==> src/rtl/ling16_stream_accum.sv <==
// Packet accumulator around a 16-bit Ling adder core: one total per packet, 1-cycle result latency, valid/ready output.
// Optional LING_ACC_SAT_EN: clamp the accumulator at 16'hFFFF on carry-out instead of wrapping.

module L16_node_adder (
  input  logic [15:0] a,
  input  logic [15:0] b,
  output logic [15:0] sum
);
  logic [15:0] g, t, p;
  logic [4:0][15:0] gk, pk;
  logic [15:0] c;

  assign g = a & b;
  assign t = a | b;
  assign p = a ^ b;

  // Ling pseudo-carry H[i] = g[i] | t[i-1] & H[i-1], solved with a log-depth prefix tree
  assign gk[0] = g;
  assign pk[0] = {t[14:0], 1'b0};

  for (genvar l = 0; l < 4; l++) begin : g_lvl
    for (genvar i = 0; i < 16; i++) begin : g_bit
      if (i >= (1 << l)) begin : g_op
        assign gk[l+1][i] = gk[l][i] | (pk[l][i] & gk[l][i-(1<<l)]);
        assign pk[l+1][i] = pk[l][i] & pk[l][i-(1<<l)];
      end else begin : g_pass
        assign gk[l+1][i] = gk[l][i];
        assign pk[l+1][i] = pk[l][i];
      end
    end
  end

  // Real carry out of bit i recovered from the pseudo-carry
  assign c = t & gk[4];
  assign sum = p ^ {c[14:0], 1'b0};
endmodule

module ling16_stream_accum #(
  parameter int CNT_W = 8
) (
  input  logic             clk,
  input  logic             rst,
  input  logic             in_valid,
  output logic             in_ready,
  input  logic [15:0]      in_data,
  input  logic             in_last,
  output logic             out_valid,
  input  logic             out_ready,
  output logic [15:0]      out_sum,
  output logic             out_ovf,
  output logic [CNT_W-1:0] out_count
);
  typedef enum logic [1:0] {IDLE, ACCUM, HOLD} state_t;

  localparam logic [CNT_W-1:0] CNT_MAX = {CNT_W{1'b1}};

  state_t           state, state_nxt;
  logic [15:0]      acc, sum, acc_nxt;
  logic [CNT_W-1:0] count, count_nxt;
  logic             ovf, ovf_nxt, c16, accept;

  L16_node_adder u_add (
    .a   (acc),
    .b   (in_data),
    .sum (sum)
  );

  assign c16    = (acc[15] & in_data[15]) | ((acc[15] ^ in_data[15]) & ~sum[15]);
  assign accept = in_valid & in_ready;

  always_comb begin
    count_nxt = (count == CNT_MAX) ? count : count + 1'b1;
    ovf_nxt   = ovf | c16;
`ifdef LING_ACC_SAT_EN
    acc_nxt   = c16 ? 16'hFFFF : sum;
`else
    acc_nxt   = sum;
`endif
    // acc is zero in IDLE, so the core output is in_data and c16 is 0
    if (state == IDLE) begin
      count_nxt = {{(CNT_W-1){1'b0}}, 1'b1};
      ovf_nxt   = 1'b0;
    end
  end

  always_ff @(posedge clk) begin
    if (rst) state <= IDLE;
    else     state <= state_nxt;
  end

  always_comb begin
    state_nxt = state;
    case (state)
      IDLE, ACCUM: if (accept) state_nxt = in_last ? HOLD : ACCUM;
      HOLD:        if (out_ready) state_nxt = IDLE;
      default:     state_nxt = IDLE;
    endcase
  end

  always_comb begin
    in_ready  = (state != HOLD);
    out_valid = (state == HOLD);
  end

  always_ff @(posedge clk) begin
    if (rst) begin
      acc       <= '0;
      count     <= '0;
      ovf       <= 1'b0;
      out_sum   <= '0;
      out_ovf   <= 1'b0;
      out_count <= '0;
    end else if (accept) begin
      acc   <= acc_nxt;
      count <= count_nxt;
      ovf   <= ovf_nxt;
      if (in_last) begin
        out_sum   <= acc_nxt;
        out_ovf   <= ovf_nxt;
        out_count <= count_nxt;
      end
    end else if (state == HOLD && out_ready) begin
      acc   <= '0;
      count <= '0;
      ovf   <= 1'b0;
    end
  end
endmodule
==> config.mk <==
export PLATFORM = sky130hd
export DESIGN_NAME = ling16_stream_accum
export DESIGN_NICKNAME = d
export VERILOG_FILES = /design/src/rtl/ling16_stream_accum.sv
export SDC_FILE = /design/constraint.sdc
export NUM_CORES = 1
export LEC_CHECK = 0
export BUFFER_PORTS_ARGS = -buffer_cell sky130_fd_sc_hd__buf_2
export CAP_MARGIN = 0
export CORE_AREA = 2 2 111 70
export CTS_CLUSTER_DIAMETER = 50
export DETAILED_ROUTE_END_ITERATION = 12
export DIE_AREA = 0 0 113 72
export PLACE_DENSITY = 0.72
export SYNTH_ARGS = -nofsm -noshare
export SYNTH_HDL_FRONTEND = slang
export SYNTH_HIERARCHICAL = 1
export SYNTH_SLANG_ARGS = --single-unit
==> constraint.sdc <==
create_clock -name clk -period 2.2 [get_ports clk]
set_input_delay 0.33 -clock clk [delete_from_list [all_inputs] [get_ports clk]]
set_output_delay 0.33 -clock clk [all_outputs]
set_load 0.05 [all_outputs]
==> out/metrics.cfg <==
[run_status]
status=finished, violations left
violations=DRC, setup timing

[finish]
n_antenna_cell=0
layoutNonFillerInstCount=590
fillCellCount=621
synthToLayoutAreaGrowth_pct=29.81
finalInstanceArea_sq_mm=0.004484
mostFrequentLayoutCells=nand2_1, buf_2, buf_4, inv_1
drive_above_1_share_pct=34.27
nNetsFinal=565

[yosys]
synth_top_family_by_area=compound AO/OA/AOI/OAI gates
synthArstFlopShare_pct=0
synth_cell_types=61
synth_compound_area_share_pct=20.86
yosysSeqAreaShare_pct=30.13
synthXorXnorAreaFrac_pct=3.296
synth.mux.area_fraction_pct=1.231
synthAdderAreaFrac_pct=16.88
syn-cell-area_sq_mm=0.003455
yosys_warnings=6
ys_seq_elements=52
synth_ff_type=dfxtp_1
synth-simple-area-share_pct=18.83
syn_nets=478
avgSynthCellArea_sq_um=8.405
synth_edf_count=0
syn_inst=411

[sta]
slew-limit-headroom_pct=56.43
rsz0062_at_grt=yes
finalHoldViolCount=0
fin_crit_ps=2355
fmax_mhz=424.6
tightestPinTransition_ps=653.5
finalMaxSlewViolations=0
skew_ps=4.929
fin_ws_ps=-155.2
fin_crit_sh_pct=107.1
finalSetupViolations=2

[placed_design]
place_area_sq_mm=0.004046
dp.cells=579
io_buffers=47
gp_congestion=0.9049
dp_hpwl_um=6733

[pwr]
powerDensity_mw_per_mm2=635.6
leakagePower_nw=1.987
total_power_mw=2.850
peakVddDrop_mv=0.3437

[route]
wl_per_cell_um=15.85
vias=3273
drt-initial-drc-count=270
ant_nets=0
drc=2
firstDrtPassIters=9
routed_wl_um=9349
vias_per_cell=5.547

[worst_hold_path]
hold_class=in -> reg

[global_route]
grt_pass1_wl_um=15080
gr-total-overflow=0
grt_busiest_layer=met2
grt_use_met3_pct=6.182
grt_max_degree=32
use_met2_pct=34.46
antenna_found_initial=0
track_usage_pct=23.21
grtUsageMet1_pct=34.44
first_global_vias=3005

[worst_setup_path]
worstPathMaxFanout=3
cp-start-kind=register
crit_type=reg -> reg
worstPathRequired_ps=2350
arrival_ps=2510
cp-end-kind=register

[floorplanning]
ios=48
die_w_um=113
initial_core_util_pct=48.75
core_area_sq_mm=0.007087
die_h_um=72
core.rowCount=24
die_area_sq_mm=0.008136

[job]
cap_violations=0

[clocking]
cts_tree=done
cts_buffers=5
cts_sinks=52
cts_buffer_depth=2
hold_buffers=0
clk_pin_slew_ps=70
htreeDepth=2
root_buffer=clkbuf_16
clk_latency_ps=290

-- final timing paths --
kind                                  start           end  slack, ps  cells past startpoint
worst min register to register  out_sum[15]   out_sum[15]        460                      2
worst max-delay path                 acc[0]           ovf       -160                     10
worst min-delay path                in_last  out_count[0]        330                      2
worst max register to register       acc[0]           ovf       -160                     10
-- per-stage QoR --
step | utilization [%] | setup TNS, ps | hold slack [ps] | worst slack [ps]
finish | 63.28 | -247.4 | 330.6 | -155.2
global route | 63.28 | -517.2 | 334.4 | -235.1
CTS | 60.88 | -78.05 | 325.4 | -68.83
detailed placement | 57.10 | -1711 | 444.7 | -289.6
global placement | 57.10 | -983.4 | 445.8 | -194.9
floorplan | - | -32.65 | 463.3 | -32.65
-- state kept, by name (all words and copies together), names as in the netlist --
signal,count
state,2
ovf,1
out_ovf,1
count,8
acc,16
out_sum,16
out_count,8
-- power by group --
part / internal (mW) / switching, mW
Combinational: 0.416 / 0.575
Clock: 0.455 / 0.332
Sequential: 1.01 / 0.0612
-- layer usage --
metal	vias to the layer above	wire, um
met4	0	74
met3	7	605
met2	103	4129
met5	-	0
li1	1587	-
met1	1576	4539
-- area by class of cell --
type	count	area (sq um)	area share [%]
multi-input combinational	297	2375	52.96
sequential	52	1057	23.58
clock buffer	8	146.4	3.265
tap	91	113.9	2.539
inverter	46	172.7	3.850
timing repair buffer	96	619.3	13.81
-- synthesized netlist by cell type (2+ instances only) --
| library cell | number | area [sq um] |
|---|---|---|
| o21ai_0 | 11 | 55.05 |
| o32a_1 | 2 | 20.02 |
| a21oi_1 | 19 | 95.09 |
| or3_1 | 2 | 12.51 |
| nor4_1 | 4 | 25.02 |
| nor3_1 | 13 | 65.06 |
| nor3b_1 | 2 | 15.01 |
| o31ai_1 | 3 | 22.52 |
| a22oi_2 | 8 | 100.1 |
| a22oi_1 | 12 | 90.09 |
| buf_6 | 7 | 78.83 |
| o311ai_0 | 2 | 17.52 |
| o31a_1 | 4 | 35.03 |
| o21ai_1 | 3 | 15.01 |
| nor2_1 | 46 | 172.7 |
| nand4_1 | 2 | 12.51 |
| dfxtp_1 | 52 | 1041 |
| o2bb2ai_1 | 6 | 52.55 |
| xor2_1 | 11 | 96.34 |
| a21oi_2 | 9 | 78.83 |
| clkbuf_1 | 5 | 18.77 |
| buf_2 | 2 | 10.01 |
| and3_1 | 2 | 12.51 |
| ha_1 | 45 | 563.0 |
| mux2i_1 | 2 | 20.02 |
| nand3_1 | 5 | 25.02 |
| a31oi_1 | 3 | 18.77 |
| xnor2_1 | 2 | 17.52 |
| inv_1 | 46 | 172.7 |
| nand2b_1 | 4 | 25.02 |
| nand2_1 | 47 | 176.4 |
-- kinds of logic (layout without fill, tap and decap cells) --
family,count (synthesis),after routing
and+or+nand+nor,140,140
AOI/OAI and AO/OA,95,95
buffers and inverters,62,150
DFF,52,52
adders and majority gates,46,46
xor gates and xnor gates,13,13
muxes,3,3
-- repair_timing --
item / CTS / global route
setup endpoints to repair: 11 / 18
gates resized for setup: 23 / 37
setup buffers: 2 / 3
pin swaps: 10 / 22
-- worst max-delay path, stage by stage, from the launching register on --
cell	delay [ps]
dfxtp_4	370
ha_4	160
nor3b_4	150
o311a_1	360
o2bb2ai_2	160
a32oi_2	270
xnor2_2	170
nor2b_1	80
o32a_1	320
a22oi_2	130
nor2_1	50
Note: power is estimated with default switching activity, not from simulation.
